File: src/rtl/ahb_grant_ctrl_if.sv
// Grant-control bus bundle: AHB handshake/response inputs, the request
// judge's grant request, and the registered grant/ownership outputs.
interface ahb_grant_ctrl_if #(
  parameter int NUM_MST = 5
);
  logic               hready;
  logic [1:0]         htrans;
  logic [2:0]         hburst;
  logic [1:0]         hresp;
  logic [NUM_MST-1:0] hsplit;
  logic [NUM_MST-1:0] grant_req;
  logic               lock_req;
  logic [NUM_MST-1:0] hgrant;
  logic [2:0]         hmaster;
  logic [2:0]         hmaster_d;
  logic               hmastlock;
  logic [NUM_MST-1:0] split_mask;

  // Driving side: bus/judge environment
  modport master (
    output hready, htrans, hburst, hresp, hsplit, grant_req, lock_req,
    input  hgrant, hmaster, hmaster_d, hmastlock, split_mask
  );

  // Receiving side: the grant-control stage
  modport slave (
    input  hready, htrans, hburst, hresp, hsplit, grant_req, lock_req,
    output hgrant, hmaster, hmaster_d, hmastlock, split_mask
  );
endinterface

File: src/rtl/ahb_grant_ctrl.sv
// Registered grant-control stage for the 5-master AHB arbiter. Holds the
// grant across fixed-length bursts and locked sequences, tracks the
// address/data-phase owners, and parks SPLIT masters until released.
module ahb_grant_ctrl #(
  parameter int NUM_MST = 5,
  parameter int DEF_MST = 0
) (
  input  logic hclk,
  input  logic hreset,
  ahb_grant_ctrl_if.slave bus
);

  localparam logic [1:0] TR_IDLE   = 2'd0;
  localparam logic [1:0] TR_BUSY   = 2'd1;
  localparam logic [1:0] TR_NONSEQ = 2'd2;
  localparam logic [1:0] TR_SEQ    = 2'd3;
  localparam logic [1:0] RSP_OKAY  = 2'd0;
  localparam logic [1:0] RSP_SPLIT = 2'd3;

  localparam logic [NUM_MST-1:0] DEF_GRANT = NUM_MST'(1) << DEF_MST;
  localparam logic [2:0]         DEF_IDX   = 3'(DEF_MST);

  typedef enum logic [1:0] {
    ST_ARB    = 2'd0,
    ST_BURST  = 2'd1,
    ST_LOCKED = 2'd2
  } state_t;

  state_t             r_state, w_state_nxt;
  logic [3:0]         r_cnt, w_cnt_nxt;
  logic [NUM_MST-1:0] r_hgrant, w_hgrant_nxt;
  logic [2:0]         r_hmaster;
  logic [2:0]         r_hmaster_d;
  logic               r_hmastlock;
  logic [NUM_MST-1:0] r_split_mask, w_split_nxt;
  logic [NUM_MST-1:0] w_elig;
  logic [NUM_MST-1:0] w_arb;
  logic [NUM_MST-1:0] w_split_set;
  logic [2:0]         w_grant_idx;
  logic               w_err_first;
  logic               w_split_cap;
  logic               w_rearb;

  assign w_elig      = bus.grant_req & ~r_split_mask;
  assign w_err_first = !bus.hready && (bus.hresp != RSP_OKAY);
  assign w_split_cap = bus.hready && (bus.hresp == RSP_SPLIT);

  // Lowest-index eligible master wins; default master when nobody is eligible
  always_comb begin
    // NOTE: every combinational output gets a default before any branch, so no path can infer a latch.
    w_arb = DEF_GRANT;
    for (int i = NUM_MST - 1; i >= 0; i--) begin
      if (w_elig[i]) begin
        w_arb    = '0;
        w_arb[i] = 1'b1;
      end
    end
  end

  // Binary index of the current one-hot grant
  always_comb begin
    w_grant_idx = DEF_IDX;
    for (int i = 0; i < NUM_MST; i++) begin
      if (r_hgrant[i]) w_grant_idx = 3'(i);
    end
  end

  // Split mask: release pulses clear first, a captured SPLIT then sets
  always_comb begin
    w_split_set = '0;
    if (w_split_cap && (int'(r_hmaster_d) < NUM_MST)) w_split_set[r_hmaster_d] = 1'b1;
    w_split_nxt = (r_split_mask & ~bus.hsplit) | w_split_set;
  end

  // Next-state, beat counter and grant selection
  always_comb begin
    w_state_nxt  = r_state;
    w_cnt_nxt    = r_cnt;
    w_hgrant_nxt = r_hgrant;
    w_rearb      = 1'b0;
    if (bus.hready) begin
      unique case (r_state)
        ST_ARB: begin
          w_rearb = 1'b1;
          if (bus.lock_req) begin
            w_state_nxt = ST_LOCKED;
          end else if (bus.htrans == TR_NONSEQ && bus.hburst[2:1] != 2'b00) begin
            w_state_nxt = ST_BURST;
            unique case (bus.hburst[2:1])
              2'b01:   w_cnt_nxt = 4'd3;
              2'b10:   w_cnt_nxt = 4'd7;
              default: w_cnt_nxt = 4'd15;
            endcase
          end
        end
        ST_BURST: begin
          unique case (bus.htrans)
            TR_SEQ: begin
              if (r_cnt == 4'd1) begin
                w_state_nxt = ST_ARB;
                w_rearb     = 1'b1;
              end else begin
                w_cnt_nxt = r_cnt - 4'd1;
              end
            end
            TR_BUSY: ;
            default: begin
              w_state_nxt = ST_ARB;
              w_rearb     = 1'b1;
            end
          endcase
        end
        ST_LOCKED: begin
          if (w_split_cap || (!bus.lock_req && bus.htrans != TR_SEQ)) begin
            w_state_nxt = ST_ARB;
            w_rearb     = 1'b1;
          end
        end
        default: begin
          w_state_nxt = ST_ARB;
          w_rearb     = 1'b1;
        end
      endcase
    end else if (r_state == ST_BURST && w_err_first) begin
      // Abort the burst on the first error cycle; grant moves on the next accepted edge
      w_state_nxt = ST_ARB;
    end
    if (w_rearb) w_hgrant_nxt = w_arb;
  end

  // State, grant and ownership pipeline registers
  always_ff @(posedge hclk) begin
    // NOTE: reset is sampled on the clock edge only; it is not in the sensitivity list.
    if (hreset) begin
      r_state      <= ST_ARB;
      r_cnt        <= '0;
      r_hgrant     <= DEF_GRANT;
      r_hmaster    <= DEF_IDX;
      r_hmaster_d  <= DEF_IDX;
      r_hmastlock  <= 1'b0;
      r_split_mask <= '0;
    end else begin
      // NOTE: non-blocking assignments so every register samples pre-edge values (hmaster_d gets the old hmaster).
      r_state      <= w_state_nxt;
      r_cnt        <= w_cnt_nxt;
      r_hgrant     <= w_hgrant_nxt;
      r_split_mask <= w_split_nxt;
      if (bus.hready) begin
        r_hmaster   <= w_grant_idx;
        r_hmaster_d <= r_hmaster;
        r_hmastlock <= (r_state == ST_LOCKED) || (r_state == ST_ARB && bus.lock_req);
      end
    end
  end

  assign bus.hgrant     = r_hgrant;
  assign bus.hmaster    = r_hmaster;
  assign bus.hmaster_d  = r_hmaster_d;
  assign bus.hmastlock  = r_hmastlock;
  assign bus.split_mask = r_split_mask;

endmodule

File: src/flat_wrapper.sv
// flat-port wrapper written by rule: the top's interface ports become plain ports
module ahb_grant_ctrl_flat 
#(
  parameter int NUM_MST = 5,
  parameter int DEF_MST = 0
)
  (hclk, hreset, bus_hready, bus_htrans, bus_hburst, bus_hresp, bus_hsplit, bus_grant_req, bus_lock_req, bus_hgrant, bus_hmaster, bus_hmaster_d, bus_hmastlock, bus_split_mask);
  ahb_grant_ctrl_if #(.NUM_MST(NUM_MST)) bus_i ();
  input  logic hclk;
  input  logic hreset;
  input wire logic [$bits(bus_i.hready)-1:0] bus_hready;
  input wire logic [$bits(bus_i.htrans)-1:0] bus_htrans;
  input wire logic [$bits(bus_i.hburst)-1:0] bus_hburst;
  input wire logic [$bits(bus_i.hresp)-1:0] bus_hresp;
  input wire logic [$bits(bus_i.hsplit)-1:0] bus_hsplit;
  input wire logic [$bits(bus_i.grant_req)-1:0] bus_grant_req;
  input wire logic [$bits(bus_i.lock_req)-1:0] bus_lock_req;
  output wire logic [$bits(bus_i.hgrant)-1:0] bus_hgrant;
  output wire logic [$bits(bus_i.hmaster)-1:0] bus_hmaster;
  output wire logic [$bits(bus_i.hmaster_d)-1:0] bus_hmaster_d;
  output wire logic [$bits(bus_i.hmastlock)-1:0] bus_hmastlock;
  output wire logic [$bits(bus_i.split_mask)-1:0] bus_split_mask;
  assign bus_i.hready = bus_hready;
  assign bus_i.htrans = bus_htrans;
  assign bus_i.hburst = bus_hburst;
  assign bus_i.hresp = bus_hresp;
  assign bus_i.hsplit = bus_hsplit;
  assign bus_i.grant_req = bus_grant_req;
  assign bus_i.lock_req = bus_lock_req;
  assign bus_hgrant = bus_i.hgrant;
  assign bus_hmaster = bus_i.hmaster;
  assign bus_hmaster_d = bus_i.hmaster_d;
  assign bus_hmastlock = bus_i.hmastlock;
  assign bus_split_mask = bus_i.split_mask;
  ahb_grant_ctrl #(.NUM_MST(NUM_MST), .DEF_MST(DEF_MST)) u_core (.hclk(hclk), .hreset(hreset), .bus(bus_i));
endmodule
File: config.mk
export PLATFORM = sky130hd
export DESIGN_NAME = ahb_grant_ctrl_flat
export DESIGN_NICKNAME = d
export VERILOG_FILES = /design/src/rtl/ahb_grant_ctrl_if.sv /design/src/rtl/ahb_grant_ctrl.sv /design/src/flat_wrapper.sv
export SDC_FILE = /design/constraint.sdc
export NUM_CORES = 1
export LEC_CHECK = 0
export ABC_CLOCK_PERIOD_IN_PS = 4500
export CAP_MARGIN = 20
export CORE_MARGIN = 3
export CORE_UTILIZATION = 51
export DETAILED_ROUTE_END_ITERATION = 8
export HOLD_SLACK_MARGIN = 0.12
export PLACE_DENSITY = 0.85
export SYNTH_ARGS = -nofsm -noshare
export SYNTH_HDL_FRONTEND = slang
export SYNTH_SLANG_ARGS = --single-unit
File: constraint.sdc
create_clock -name hclk -period 4.5 [get_ports hclk]
set_input_delay 0.45 -clock hclk [delete_from_list [all_inputs] [get_ports hclk]]
set_output_delay 0.45 -clock hclk [all_outputs]
set_load 0.05 [all_outputs]
======== Word-level counts from Yosys, hierarchy flattened ========
Cells that the tools add are included.
operators by class
  $add $sub $neg .......................... 1
  multipliers ............................. 0
  div/mod/pow operators ................... 0
  magnitude comparators ................... 3
  eq/ne operators ......................... 18
  shift operators ......................... 0
  muxes and demuxes ....................... 31
  bitwise operators ....................... 5
  reduce and logical (&&, ||, !) cells .... 19
operators with widths
  cell                                                                                  number
  5-bit 2-to-1 mux                                                                      6
  2-bit 2-to-1 mux                                                                      8
  4-bit 2-to-1 mux                                                                      4
  4-bit one-hot mux with 2 select lines                                                 2
  5-bit AND                                                                             2
  2-bit == test (second input constant)                                                 5
  5-bit inverter                                                                        2
  1-bit logical AND                                                                     8
  2-bit inequality test (second input constant)                                         4
  4-bit by 3-bit inequality test with 1-bit output (second input constant)              2
  2-bit nonzero test                                                                    4
  2-bit by 1-bit == test with 1-bit output (second input constant)                      3
  2-bit one-hot mux with 3 select lines                                                 1
  6-bit AND reduction                                                                   1
  1-bit 2-to-1 mux                                                                      5
  5-bit bitwise OR                                                                      1
  5-bit AND reduction                                                                   1
  4-bit by 1-bit == test with 1-bit output (second input constant)                      1
  3-bit by 4-bit < comparator with 1-bit output (second input constant)                 1
  1-bit one-hot mux with 2 select lines                                                 2
  2-bit one-hot mux with 2 select lines                                                 1
  4-bit by 1-bit subtractor with 4-bit output (second input constant)                   1
  1-bit demux with 3-bit select                                                         1
  3-bit by 1-bit greater-or-equal comparator with 1-bit output (second input constant)  1
  other kinds (8)                                                                       10
storage, ports and cells
  register bits after elaboration ......... 23
  bits in latches ......................... 0
  bits in writable memories ............... 0
  ROM bits ................................ 0
  input bits .............................. 21
  logic and storage cells ................. 84
  memories kept ........................... 0

======== Depth between registers and ports, before layout ========
Gate-level depths: netlist (run 1).
  depth after elaboration ................. 7
  gate-level depth with buffers ........... 7
  gate-level depth less buffers ........... 6

======== Least setup slack after synthesis (run 1) ========
Ideal clock, no wire load.
  path type ............................... in2reg
  start ................................... input port bus_hburst[1]
  end ..................................... register u_core.r_state[1]
  arrival time ............................ 1422 ps
  slack ................................... 2946 ps
  cell stages on the path ................. 6
  path buffers ............................ 0
  path through ............................ inv_1 -> ha_1 -> nor3b_2 -> o221ai_1 -> o311ai_1 -> o41ai_1
on the way
  word-level cells in the longest chain between the ends .. 4
RTL lines
  item                                                               RTL line               text
  start, declared                                                    flat_wrapper.sv:13     input wire logic [$bits(bus_i.hburst)-1:0] bus_hburst;
  2-bit nonzero test                                                 ahb_grant_ctrl.sv:87   end else if (bus.htrans == TR_NONSEQ && bus.hburst[2:1] != 2'b00) begin
  1-bit logical AND                                                  ahb_grant_ctrl.sv:87
  4-bit by 3-bit inequality test with 1-bit output (no source line)  n/a
  5-bit AND reduction (no source line)                               n/a
  end signal, assigned                                               ahb_grant_ctrl.sv:144  r_state <= w_state_nxt;
  end, declared                                                      ahb_grant_ctrl.sv:29   state_t r_state, w_state_nxt;
No other way between the ends.
A chain may end at the register's enable or synchronous reset.

======== Worst setup path in the final report (run 1) ========
  start ................................... input port bus_hready
  end ..................................... register u_core.r_hgrant[1], in the netlist u_core.bus.hgrant[1]
on the way
  word-level cells in the longest chain between the ends .. 5
RTL lines
  item                                   RTL line               text
  start, declared                        flat_wrapper.sv:11     input wire logic [$bits(bus_i.hready)-1:0] bus_hready;
  1-bit logical AND                      ahb_grant_ctrl.sv:46   assign w_split_cap = bus.hready && (bus.hresp == RSP_SPLIT);
  1-bit logical OR                       ahb_grant_ctrl.sv:114  if (w_split_cap || (!bus.lock_req && bus.htrans != TR_SEQ)) begin
  1-bit 2-to-1 mux                       ahb_grant_ctrl.sv:114
  1-bit one-hot mux with 2 select lines  ahb_grant_ctrl.sv:82   unique case (r_state)
  1-bit 2-to-1 mux (*)                   ahb_grant_ctrl.sv:81   if (bus.hready) begin
  end signal, assigned                   ahb_grant_ctrl.sv:146  r_hgrant <= w_hgrant_nxt;
  end, declared                          ahb_grant_ctrl.sv:31   logic [NUM_MST-1:0] r_hgrant, w_hgrant_nxt;
Every way passes the cells marked *; elsewhere a longest branch is shown, timed or not.

==> report_table.html, run 1 <==
<table>
<tr><th>Metric</th><th>Value</th></tr>
<tr><th colspan="2">Pwr</th></tr>
<tr><td>Highest ir drop seen on vdd</td><td>between 0.0002 and 0.00025 V</td></tr>
<tr><td>Net switching power figure</td><td>approximately 0.00011 W</td></tr>
<tr><td>Sequential group share of total power</td><td>roughly 55%</td></tr>
<tr><td>Sw Share</td><td>27.9%</td></tr>
<tr><td>Static leakage power</td><td>roughly 0.64 nW</td></tr>
<tr><td>Internal power component</td><td>~0.00028 W</td></tr>
<tr><td>Clock group share of total power</td><td>around a quarter</td></tr>
<tr><td>Power per cell area</td><td>226 nW/µm²</td></tr>
<tr><td>Gate power share</td><td>20.7%</td></tr>
<tr><th colspan="2">GRT</th></tr>
<tr><td>Pin count of the biggest net entering global routing</td><td>23</td></tr>
<tr><td>Initial antenna violation count</td><td>0</td></tr>
<tr><td>Global-route wire length before repair</td><td>roughly 5400 µm</td></tr>
<tr><td>GR Overflow Total</td><td>0</td></tr>
<tr><td>Vias in the first global route</td><td>1227</td></tr>
<tr><td>Combined global-route utilization of all metal layers</td><td>roughly a fifth</td></tr>
<tr><th colspan="2">Run</th></tr>
<tr><td>Max-cap viol count</td><td>0</td></tr>
<tr><th colspan="2">Clock tree</th></tr>
<tr><td>Clock root cell</td><td>sky130_fd_sc_hd__clkbuf_4</td></tr>
<tr><td>Clock latency of the later-clocked register in the worst-skew pair</td><td>0.31 ns</td></tr>
<tr><td>Cts-stage hold buffer count</td><td>0</td></tr>
<tr><td>Clock sink count</td><td>23</td></tr>
<tr><td>Clock Tree Buf Depth</td><td>2</td></tr>
<tr><td>Clock buffer count from CTS</td><td>3</td></tr>
<tr><td>Total of cells resized after clock tree synthesis</td><td>0</td></tr>
<tr><td>Number of post-CTS setup repair buffers</td><td>0</td></tr>
<tr><td>TritonCTS clock tree</td><td>yes</td></tr>
<tr><td>Clock slew seen by the registers of the worst setup and hold paths</td><td>around 0.12 ns</td></tr>
<tr><td>Number of H-tree branching levels</td><td>1</td></tr>
<tr><th colspan="2">STA</th></tr>
<tr><td>Final setup skew</td><td>0.00168 ns</td></tr>
<tr><td>Setup Total Neg Slack</td><td>0 ns</td></tr>
<tr><td>Setup-violating endpoint count in the final report</td><td>0</td></tr>
<tr><td>Smallest setup slack after layout</td><td>2.39 ns</td></tr>
<tr><td>Tmin final</td><td>roughly 2.1 ns</td></tr>
<tr><td>Worst slew margin relative to its limit</td><td>between 40% and 50%</td></tr>
<tr><td>Fmax</td><td>0.474 GHz</td></tr>
<tr><td>Fraction of the cycle the final worst path needs</td><td>~47%</td></tr>
<tr><td>Measured slew at the worst slew-check pin</td><td>about 0.77 ns</td></tr>
<tr><td>Unrepaired setup endpoints after global routing</td><td>false</td></tr>
<tr><td>Count of pins over their slew limit</td><td>0</td></tr>
<tr><td>Number of endpoints with negative hold slack in the final report</td><td>0</td></tr>
<tr><th colspan="2">Die</th></tr>
<tr><td>Die Y-Extent</td><td>57.3 µm</td></tr>
<tr><td>Core region area</td><td>around 2300 µm²</td></tr>
<tr><td>Die span in x</td><td>57.3 µm</td></tr>
<tr><td>Row count</td><td>17</td></tr>
<tr><td>Effective utilization at floorplan</td><td>57.3%</td></tr>
<tr><td>Top-Level Pins</td><td>38</td></tr>
<tr><td>Full die area</td><td>approximately 3300 µm²</td></tr>
<tr><th colspan="2">Yosys</th></tr>
<tr><td>Average cell area after synthesis</td><td>8.65 µm²</td></tr>
<tr><td>#FFs+latches synth</td><td>23</td></tr>
<tr><td>Post-synth EDFFs</td><td>0</td></tr>
<tr><td>Post-Syn Area</td><td>between 1000 and 1500 µm²</td></tr>
<tr><td>Library cells used by synthesis</td><td>44</td></tr>
<tr><td>Synth Flop Type</td><td>sky130_fd_sc_hd__dfxtp_1</td></tr>
<tr><td>Adder and majority gate portion of the synthesized area</td><td>about 7.5%</td></tr>
<tr><td>Synth Instances</td><td>about 160</td></tr>
<tr><td>Net count of the mapped netlist</td><td>184</td></tr>
<tr><td>Parity-gate share of the synthesized area counting xor and xnor cells</td><td>0%</td></tr>
<tr><td>Yosys warns</td><td>0</td></tr>
<tr><td>Largest family of logic cells by synthesized area</td><td>simple AND/OR/NAND/NOR gates</td></tr>
<tr><td>Part of the Yosys area used for sequential elements</td><td>~34%</td></tr>
<tr><td>Multiplexer fraction of the synthesized cell area</td><td>6.72%</td></tr>
<tr><td>Compound-cell area share of the yosys netlist</td><td>about 18%</td></tr>
<tr><td>Proportion of register bits with asynchronous set or reset after synthesis</td><td>0%</td></tr>
<tr><td>Simple-Gate Fraction of Synth Area</td><td>around a quarter</td></tr>
<tr><th colspan="2">Place</th></tr>
<tr><td>I/O Buffers</td><td>36</td></tr>
<tr><td>Setup WS pre-CTS</td><td>between 2 and 2.5 ns</td></tr>
<tr><td>Detailed Place HPWL</td><td>2530 µm</td></tr>
<tr><td>Number of placed cells counting well taps</td><td>212</td></tr>
<tr><td>Global placement routability congestion</td><td>around 0.81</td></tr>
<tr><th colspan="2">Worst setup path</th></tr>
<tr><td>Reg-to-reg critical path endpoint</td><td>u_core.r_state[1]$_SDFFE_PP0P_</td></tr>
<tr><td>Arrival @ worst endpoint</td><td>2.31 ns</td></tr>
<tr><td>Required time of the critical path</td><td>~4.7 ns</td></tr>
<tr><td>R2r setup slk</td><td>2.80 ns</td></tr>
<tr><td>Worst setup EP type</td><td>flip-flop</td></tr>
<tr><td>Count of cells along the worst register-to-register path</td><td>6</td></tr>
<tr><td>Startpoint types</td><td>input pin</td></tr>
<tr><td>Critical R2R Launch</td><td>u_core.r_state[1]$_SDFFE_PP0P_</td></tr>
<tr><td>Worst-path fanout max</td><td>19</td></tr>
<tr><td>Worst setup path category</td><td>in2reg</td></tr>
<tr><th colspan="2">Drt</th></tr>
<tr><td>Final WL</td><td>3210 µm</td></tr>
<tr><td>Number of violations reported at the end of detailed-routing iteration 0</td><td>31</td></tr>
<tr><td>Via-to-Cell Ratio</td><td>a little under 6</td></tr>
<tr><td>Remaining routing DRC violations</td><td>0</td></tr>
<tr><td>Routed Antenna Nets</td><td>0</td></tr>
<tr><td>Number of vias after detailed routing</td><td>around 1300</td></tr>
<tr><td>Detail-routed net length per standard cell</td><td>14.9 µm</td></tr>
<tr><td>Pre-Repair DR Iteration Count</td><td>4</td></tr>
<tr><th colspan="2">Finish</th></tr>
<tr><td>Signed area change from the synthesized netlist to the final layout</td><td>27.7%</td></tr>
<tr><td>Proportion of layout cells with a drive suffix above 1</td><td>~6%</td></tr>
<tr><td>Count of filler cells inserted in the layout</td><td>approximately 200</td></tr>
<tr><td>Number of nets in the final layout</td><td>218</td></tr>
<tr><td>Cell Count, Final, Fillers Out</td><td>216</td></tr>
<tr><td>Fin util</td><td>between 70 and 80%</td></tr>
<tr><td>Antenna Cells</td><td>0</td></tr>
<tr><th colspan="2">Outcome</th></tr>
<tr><td>Run status</td><td>finished clean</td></tr>
<tr><th colspan="2">Min path</th></tr>
<tr><td>Min-delay src</td><td>u_core.bus.hgrant[1]$_SDFFE_PP0P_</td></tr>
<tr><td>Type of the most critical hold path</td><td>reg2reg</td></tr>
<tr><td>Hold Crit Depth</td><td>2</td></tr>
<tr><td>Worst Hold Endpoint</td><td>u_core.bus.hgrant[1]$_SDFFE_PP0P_</td></tr>
</table>
cells in the mapped netlist (2+ instances only):
library cell / count / share of area (%)
sky130_fd_sc_hd__nor2_1: 14 / 3.9
sky130_fd_sc_hd__nand3b_1: 4 / 2.2
sky130_fd_sc_hd__buf_6: 2 / 1.7
sky130_fd_sc_hd__o31ai_1: 5 / 2.8
sky130_fd_sc_hd__clkbuf_1: 2 / 0.56
sky130_fd_sc_hd__o311ai_1: 3 / 2.0
sky130_fd_sc_hd__buf_4: 2 / 1.1
sky130_fd_sc_hd__nor2b_1: 6 / 2.8
sky130_fd_sc_hd__nor3_1: 5 / 1.9
sky130_fd_sc_hd__nand2b_1: 2 / 0.93
sky130_fd_sc_hd__a32oi_1: 2 / 1.3
sky130_fd_sc_hd__nor4_1: 3 / 1.4
sky130_fd_sc_hd__dfxtp_1: 23 / 34
sky130_fd_sc_hd__o21ai_0: 2 / 0.75
sky130_fd_sc_hd__a31oi_1: 2 / 0.93
sky130_fd_sc_hd__mux2i_1: 9 / 6.7
sky130_fd_sc_hd__a21oi_1: 11 / 4.1
sky130_fd_sc_hd__inv_1: 13 / 3.6
sky130_fd_sc_hd__nand2_1: 11 / 3.1
sky130_fd_sc_hd__ha_1: 8 / 7.5
sky130_fd_sc_hd__nand3_1: 3 / 1.1
per-layer routing:
layer,vias to the layer above,part of all wire (%),track usage [%]
met4,0,0.62,5.63
li1,623,-,-
met3,4,4.9,6.56
met5,-,0,0
met1,589,46,26.4
met2,37,48,32.8
how the worst max path moves through the flow:
stage / start / endpoint / slack, ns / depth (start not counted)
floorplan: bus_hburst[1] / u_core.r_state[1]$_SDFFE_PP0P_ / 2.95 / 6
global placement: bus_hready / u_core.bus.hgrant[2]$_SDFFE_PP0P_ / 2.10 / 5
detailed placement: bus_hready / u_core.bus.hgrant[1]$_SDFFE_PP0P_ / 2.08 / 5
CTS: bus_hready / u_core.bus.hgrant[1]$_SDFFE_PP0P_ / 2.43 / 5
global route: bus_hready / u_core.bus.hgrant[3]$_SDFFE_PP0P_ / 2.30 / 5
finish: bus_hready / u_core.bus.hgrant[1]$_SDFFE_PP0P_ / 2.39 / 5
metrics by stage:
step,hold slack [ns],power (W),instance area (µm²)
after floorplan,0.468,0.000267,1340
after global placement,0.465,0.000294,1690
after detailed placement,0.477,0.000297,1690
after CTS,0.493,0.000389,1710
after global routing,0.516,0.000404,1710
final,0.491,0.000387,1710
cell usage in the layout, fill, tap and decap left out, drive strengths merged, types with 2 or more instances in the layout:
cell / instances
ha: 8
a32oi: 2
a21oi: 11
o311ai: 3
a31oi: 2
o21ai: 3
inv: 14
nor2b: 6
dfxtp: 23
nand2: 11
clkdlybuf4s50: 36
nor2: 14
nor3b: 2
nand3b: 4
nor3: 5
nor4: 4
mux2i: 9
nand3: 3
o31ai: 5
o21a: 2
clkbuf: 4
nand2b: 2
registers in the layout (all words and copies together) (netlist names):
signal and count:
u_core.r_cnt 4, u_core.bus.hmastlock 1, u_core.bus.split_mask 5, u_core.r_state 2
u_core.bus.hgrant 5, u_core.bus.hmaster_d 3, u_core.bus.hmaster 3
cell families after synthesis:
kind of cell,after synthesis
fa+ha+maj,8
simple gates,59
mux,9
flops,23
compound gates,35
buf+inv,21
critical path: stages:
cell                              delay, ns
sky130_fd_sc_hd__clkdlybuf4s50_1       0.96
sky130_fd_sc_hd__and3_4                0.36
sky130_fd_sc_hd__o21ai_1               0.07
sky130_fd_sc_hd__a41o_1                0.32
sky130_fd_sc_hd__mux2i_1               0.15
area by class of cell:
| class | instances | area (µm²) | share of cell area (%) |
|---|---|---|---|
| inverter | 14 | 52.6 | 3.07 |
| sequential | 23 | 460 | 26.9 |
| clock buffer | 4 | 26.3 | 1.54 |
| multi-input combinational | 111 | 777 | 45.4 |
| tap | 28 | 35.0 | 2.05 |
| timing repair buffer | 36 | 360 | 21.1 |
power groups by stage:
stage	combinational, W	clock (W)	sequential [W]
global route	0.0000860	0.000104	0.000213
finish	0.0000802	0.0000947	0.000212
CTS	0.0000800	0.0000970	0.000212
global placement	0.0000777	0	0.000217
floorplan	0.0000389	0	0.000228
detailed placement	0.0000796	0	0.000217
(Power assumes the default switching activity.)
==> inputs of run 2 (changes only) <==
- ABC_CLOCK_PERIOD_IN_PS: 4500 -> 1850
- CORE_UTILIZATION: 51 -> 42
- PLACE_DENSITY: 0.85 -> 0.75
- clock period: 4.5 -> 1.85 ns (I/O delays scaled with it)
==> run 2 against run 1 <==
Setup slack got worse by 2.3 ns. Cell count up 8.8%. Core utilization shrank 12 points. Largest cell class unchanged. Die area is 19% higher. Largest power group unchanged. Sequential cell count is the same. Non-clock buffer count is 5 higher.
==> report_table.html, run 2 (synthesis results as in run 1) <==
<table>
<tr><th>Metric</th><th>Value</th></tr>
<tr><th colspan="2">Outcome</th></tr>
<tr><td>Run status</td><td>finished clean</td></tr>
<tr><th colspan="2">Clock tree</th></tr>
<tr><td>Cts-stage hold buffer count</td><td>0 (unchanged)</td></tr>
<tr><td>Clock root cell</td><td>sky130_fd_sc_hd__clkbuf_4</td></tr>
<tr><td>Clock latency of the later-clocked register in the worst-skew pair</td><td>0.31 ns (about the same)</td></tr>
<tr><td>Clock buffer count from CTS</td><td>3 (unchanged)</td></tr>
<tr><td>Clock Tree Buf Depth</td><td>2 (unchanged)</td></tr>
<tr><td>TritonCTS clock tree</td><td>yes</td></tr>
<tr><td>Clock sink count</td><td>23 (unchanged)</td></tr>
<tr><td>Number of H-tree branching levels</td><td>1 (unchanged)</td></tr>
<tr><td>Total of cells resized after clock tree synthesis</td><td>0 (unchanged)</td></tr>
<tr><td>Clock slew seen by the registers of the worst setup and hold paths</td><td>0.13 ns (about the same)</td></tr>
<tr><td>Number of post-CTS setup repair buffers</td><td>0 (unchanged)</td></tr>
<tr><th colspan="2">Place</th></tr>
<tr><td>I/O Buffers</td><td>36 (unchanged)</td></tr>
<tr><td>Global placement routability congestion</td><td>0.887 (+9.3%)</td></tr>
<tr><td>Number of placed cells counting well taps</td><td>231 (+9.0%)</td></tr>
<tr><td>Detailed Place HPWL</td><td>2690 µm (+6.3%)</td></tr>
<tr><td>Setup WS pre-CTS</td><td>-0.163 ns (-2.25 ns)</td></tr>
<tr><th colspan="2">Worst setup path</th></tr>
<tr><td>Critical R2R Launch</td><td>u_core.r_state[0]$_SDFFE_PP0P_</td></tr>
<tr><td>Cell chain of the critical path</td><td>clkdlybuf4s50_1</td></tr>
<tr><td>Worst setup EP type</td><td>output pin</td></tr>
<tr><td>Required time of the critical path</td><td>1.66 ns (-3.04 ns)</td></tr>
<tr><td>Family of cells with the greatest summed delay on the critical path</td><td>buffers and inverters</td></tr>
<tr><td>Buf/Inv on CP</td><td>1 (unchanged)</td></tr>
<tr><td>Worst-path fanout max</td><td>4 (-15)</td></tr>
<tr><td>CP max stage cell</td><td>sky130_fd_sc_hd__clkdlybuf4s50_1</td></tr>
<tr><td>Startpoint types</td><td>flip-flop</td></tr>
<tr><td>Critical Path Start</td><td>u_core.bus.hmaster_d[2]$_SDFFE_PP0P_</td></tr>
<tr><td>CP max stage delay</td><td>0.83 ns (-0.13 ns)</td></tr>
<tr><td>Arrival @ worst endpoint</td><td>1.57 ns (-0.74 ns)</td></tr>
<tr><td>Worst setup path category</td><td>reg2out</td></tr>
<tr><th colspan="2">STA</th></tr>
<tr><td>Count of pins over their slew limit</td><td>0 (unchanged)</td></tr>
<tr><td>Fraction of the cycle the final worst path needs</td><td>between 90% and 100%</td></tr>
<tr><td>Setup-violating endpoint count in the final report</td><td>0 (unchanged)</td></tr>
<tr><td>Measured slew at the worst slew-check pin</td><td>0.519 ns (-0.249 ns)</td></tr>
<tr><td>Unrepaired setup endpoints after global routing</td><td>false</td></tr>
<tr><td>Number of endpoints with negative hold slack in the final report</td><td>0 (unchanged)</td></tr>
<tr><td>Smallest setup slack after layout</td><td>0.0978 ns (-2.29 ns)</td></tr>
<tr><td>Tmin final</td><td>about 1.8 ns</td></tr>
<tr><td>Worst slew margin relative to its limit</td><td>65.3% (+17 points)</td></tr>
<tr><td>Fmax</td><td>~0.57 GHz</td></tr>
<tr><td>Final setup skew</td><td>0.00228 ns (+0.000603 ns)</td></tr>
<tr><th colspan="2">GRT</th></tr>
<tr><td>Initial antenna violation count</td><td>0 (unchanged)</td></tr>
<tr><td>Vias in the first global route</td><td>1209 (-1.5%)</td></tr>
<tr><td>GR Overflow Total</td><td>0 (unchanged)</td></tr>
<tr><td>Pin count of the biggest net entering global routing</td><td>14 (-39%)</td></tr>
<tr><td>Global-route wire length before repair</td><td>5800 µm (+7.7%)</td></tr>
<tr><td>Combined global-route utilization of all metal layers</td><td>17.9% (-2.5 points)</td></tr>
<tr><th colspan="2">Drt</th></tr>
<tr><td>Via-to-Cell Ratio</td><td>5.40 (-7.0%)</td></tr>
<tr><td>Number of violations reported at the end of detailed-routing iteration 0</td><td>74 (+140%)</td></tr>
<tr><td>Final WL</td><td>3450 µm (+7.4%)</td></tr>
<tr><td>Pre-Repair DR Iteration Count</td><td>4 (unchanged)</td></tr>
<tr><td>Detail-routed net length per standard cell</td><td>14.7 µm (-1.2%)</td></tr>
<tr><td>Number of vias after detailed routing</td><td>1268 (+1.2%)</td></tr>
<tr><td>Routed Antenna Nets</td><td>0 (unchanged)</td></tr>
<tr><td>Remaining routing DRC violations</td><td>0 (unchanged)</td></tr>
<tr><th colspan="2">Finish</th></tr>
<tr><td>Proportion of layout cells with a drive suffix above 1</td><td>8.81% (+3.0 points)</td></tr>
<tr><td>Signed area change from the synthesized netlist to the final layout</td><td>32.3%</td></tr>
<tr><td>Antenna Cells</td><td>0 (unchanged)</td></tr>
<tr><td>Number of nets in the final layout</td><td>223 (+2.3%)</td></tr>
<tr><td>Most frequent standard cell in the layout excluding fill and tap cells</td><td>sky130_fd_sc_hd__clkdlybuf4s50_1</td></tr>
<tr><td>Fin util</td><td>61.1% (-12 points)</td></tr>
<tr><td>Top library cells by usage in the layout, fill and taps aside</td><td>sky130_fd_sc_hd__clkdlybuf4s50_1, sky130_fd_sc_hd__dfxtp_1, sky130_fd_sc_hd__nor2_1, sky130_fd_sc_hd__inv_1</td></tr>
<tr><td>Cell Count, Final, Fillers Out</td><td>235 (+8.8%)</td></tr>
<tr><th colspan="2">Pwr</th></tr>
<tr><td>Power per cell area</td><td>540 nW/µm² (+140%)</td></tr>
<tr><td>Sw Share</td><td>28.8% (+0.92 points)</td></tr>
<tr><td>Clock group share of total power</td><td>24.8% (+0.3 points)</td></tr>
<tr><td>Internal power component</td><td>0.000682 W (+140%)</td></tr>
<tr><td>Highest ir drop seen on vdd</td><td>0.000589 V (+180%)</td></tr>
<tr><td>Net switching power figure</td><td>0.000276 W (+160%)</td></tr>
<tr><td>Static leakage power</td><td>0.707 nW (+10%)</td></tr>
<tr><td>Sequential group share of total power</td><td>54.0% (-0.8 points)</td></tr>
<tr><td>Gate power share</td><td>21.2% (+0.5 points)</td></tr>
<tr><th colspan="2">Die</th></tr>
<tr><td>Effective utilization at floorplan</td><td>46.2% (-11 points)</td></tr>
<tr><td>Row count</td><td>19 (+2)</td></tr>
<tr><td>Core region area</td><td>2900 µm² (+24%)</td></tr>
<tr><td>Die span in x</td><td>62.5 µm (+9.1%)</td></tr>
<tr><td>Top-Level Pins</td><td>38 (unchanged)</td></tr>
<tr><td>Full die area</td><td>3900 µm² (+19%)</td></tr>
<tr><td>Die Y-Extent</td><td>62.5 µm (+9.1%)</td></tr>
<tr><th colspan="2">Min path</th></tr>
<tr><td>Type of the most critical hold path</td><td>in2reg</td></tr>
<tr><td>Min-delay src</td><td>bus_hsplit[4]</td></tr>
<tr><th colspan="2">Run</th></tr>
<tr><td>Max-cap viol count</td><td>0 (unchanged)</td></tr>
</table>
[run 2: per-stage QoR]
stage | TNS, ns | area [µm²] | total power, W | hold WS [ns]
global placement | -0.0237 | 1740 | 0.000723 | 0.470
finish | 0 | 1770 | 0.000957 | 0.459
floorplan | 0 | 1340 | 0.000649 | 0.356
global route | 0 | 1770 | 0.000997 | 0.483
detailed placement | -0.336 | 1740 | 0.000730 | 0.480
CTS | 0 | 1770 | 0.000959 | 0.453
[run 2: worst paths after layout]
path                                                       endpoint  cells past startpoint  slack [ns]
worst min register to register  u_core.bus.split_mask[2]$_SDFF_PP0_                      2        0.50
worst min-delay path            u_core.bus.split_mask[4]$_SDFF_PP0_                      4        0.46
worst max register to register         u_core.r_cnt[3]$_SDFFE_PP0P_                      6        0.12
worst max-delay path                               bus_hmaster_d[2]                      1         0.1
[run 2: metal layers]
| layer | vias to the layer above | GRT usage, % | part of all wire, % |
|---|---|---|---|
| met4 | 0 | 3.58 | 1.5 |
| li1 | 632 | - | - |
| met3 | 8 | 4.50 | 4.2 |
| met2 | 36 | 30.6 | 49 |
| met5 | - | 0 | 0 |
| met1 | 592 | 22.8 | 45 |
[run 2: power groups by stage]
stage	combinational [W]	sequential (W)	clock [W]
2_1_floorplan	0.0000946	0.000554	0
3_3_place_gp	0.000197	0.000527	0
3_5_place_dp	0.000202	0.000527	0
4_1_cts	0.000203	0.000517	0.000240
5_1_grt	0.000220	0.000519	0.000259
6_report	0.000203	0.000517	0.000237
[run 2: worst reg2reg max path, stage by stage (launching register included)]
cell and delay (ns):
sky130_fd_sc_hd__dfxtp_1 0.37, sky130_fd_sc_hd__inv_1 0.09, sky130_fd_sc_hd__ha_1 0.24, sky130_fd_sc_hd__and3b_1 0.24, sky130_fd_sc_hd__a22oi_2 0.11, sky130_fd_sc_hd__o311ai_1 0.41, sky130_fd_sc_hd__o31ai_1 0.14
[run 2: final cells by class]
type                            count  area [µm²]
Multi-Input combinational cell    111         777
Timing Repair Buffer               41         403
Sequential cell                    23         460
Tap cell                           42        52.6
Fill cell                         273        1130
Inverter                           14        52.6
Clock inverter                      1        5.00
Clock buffer                        3        22.5
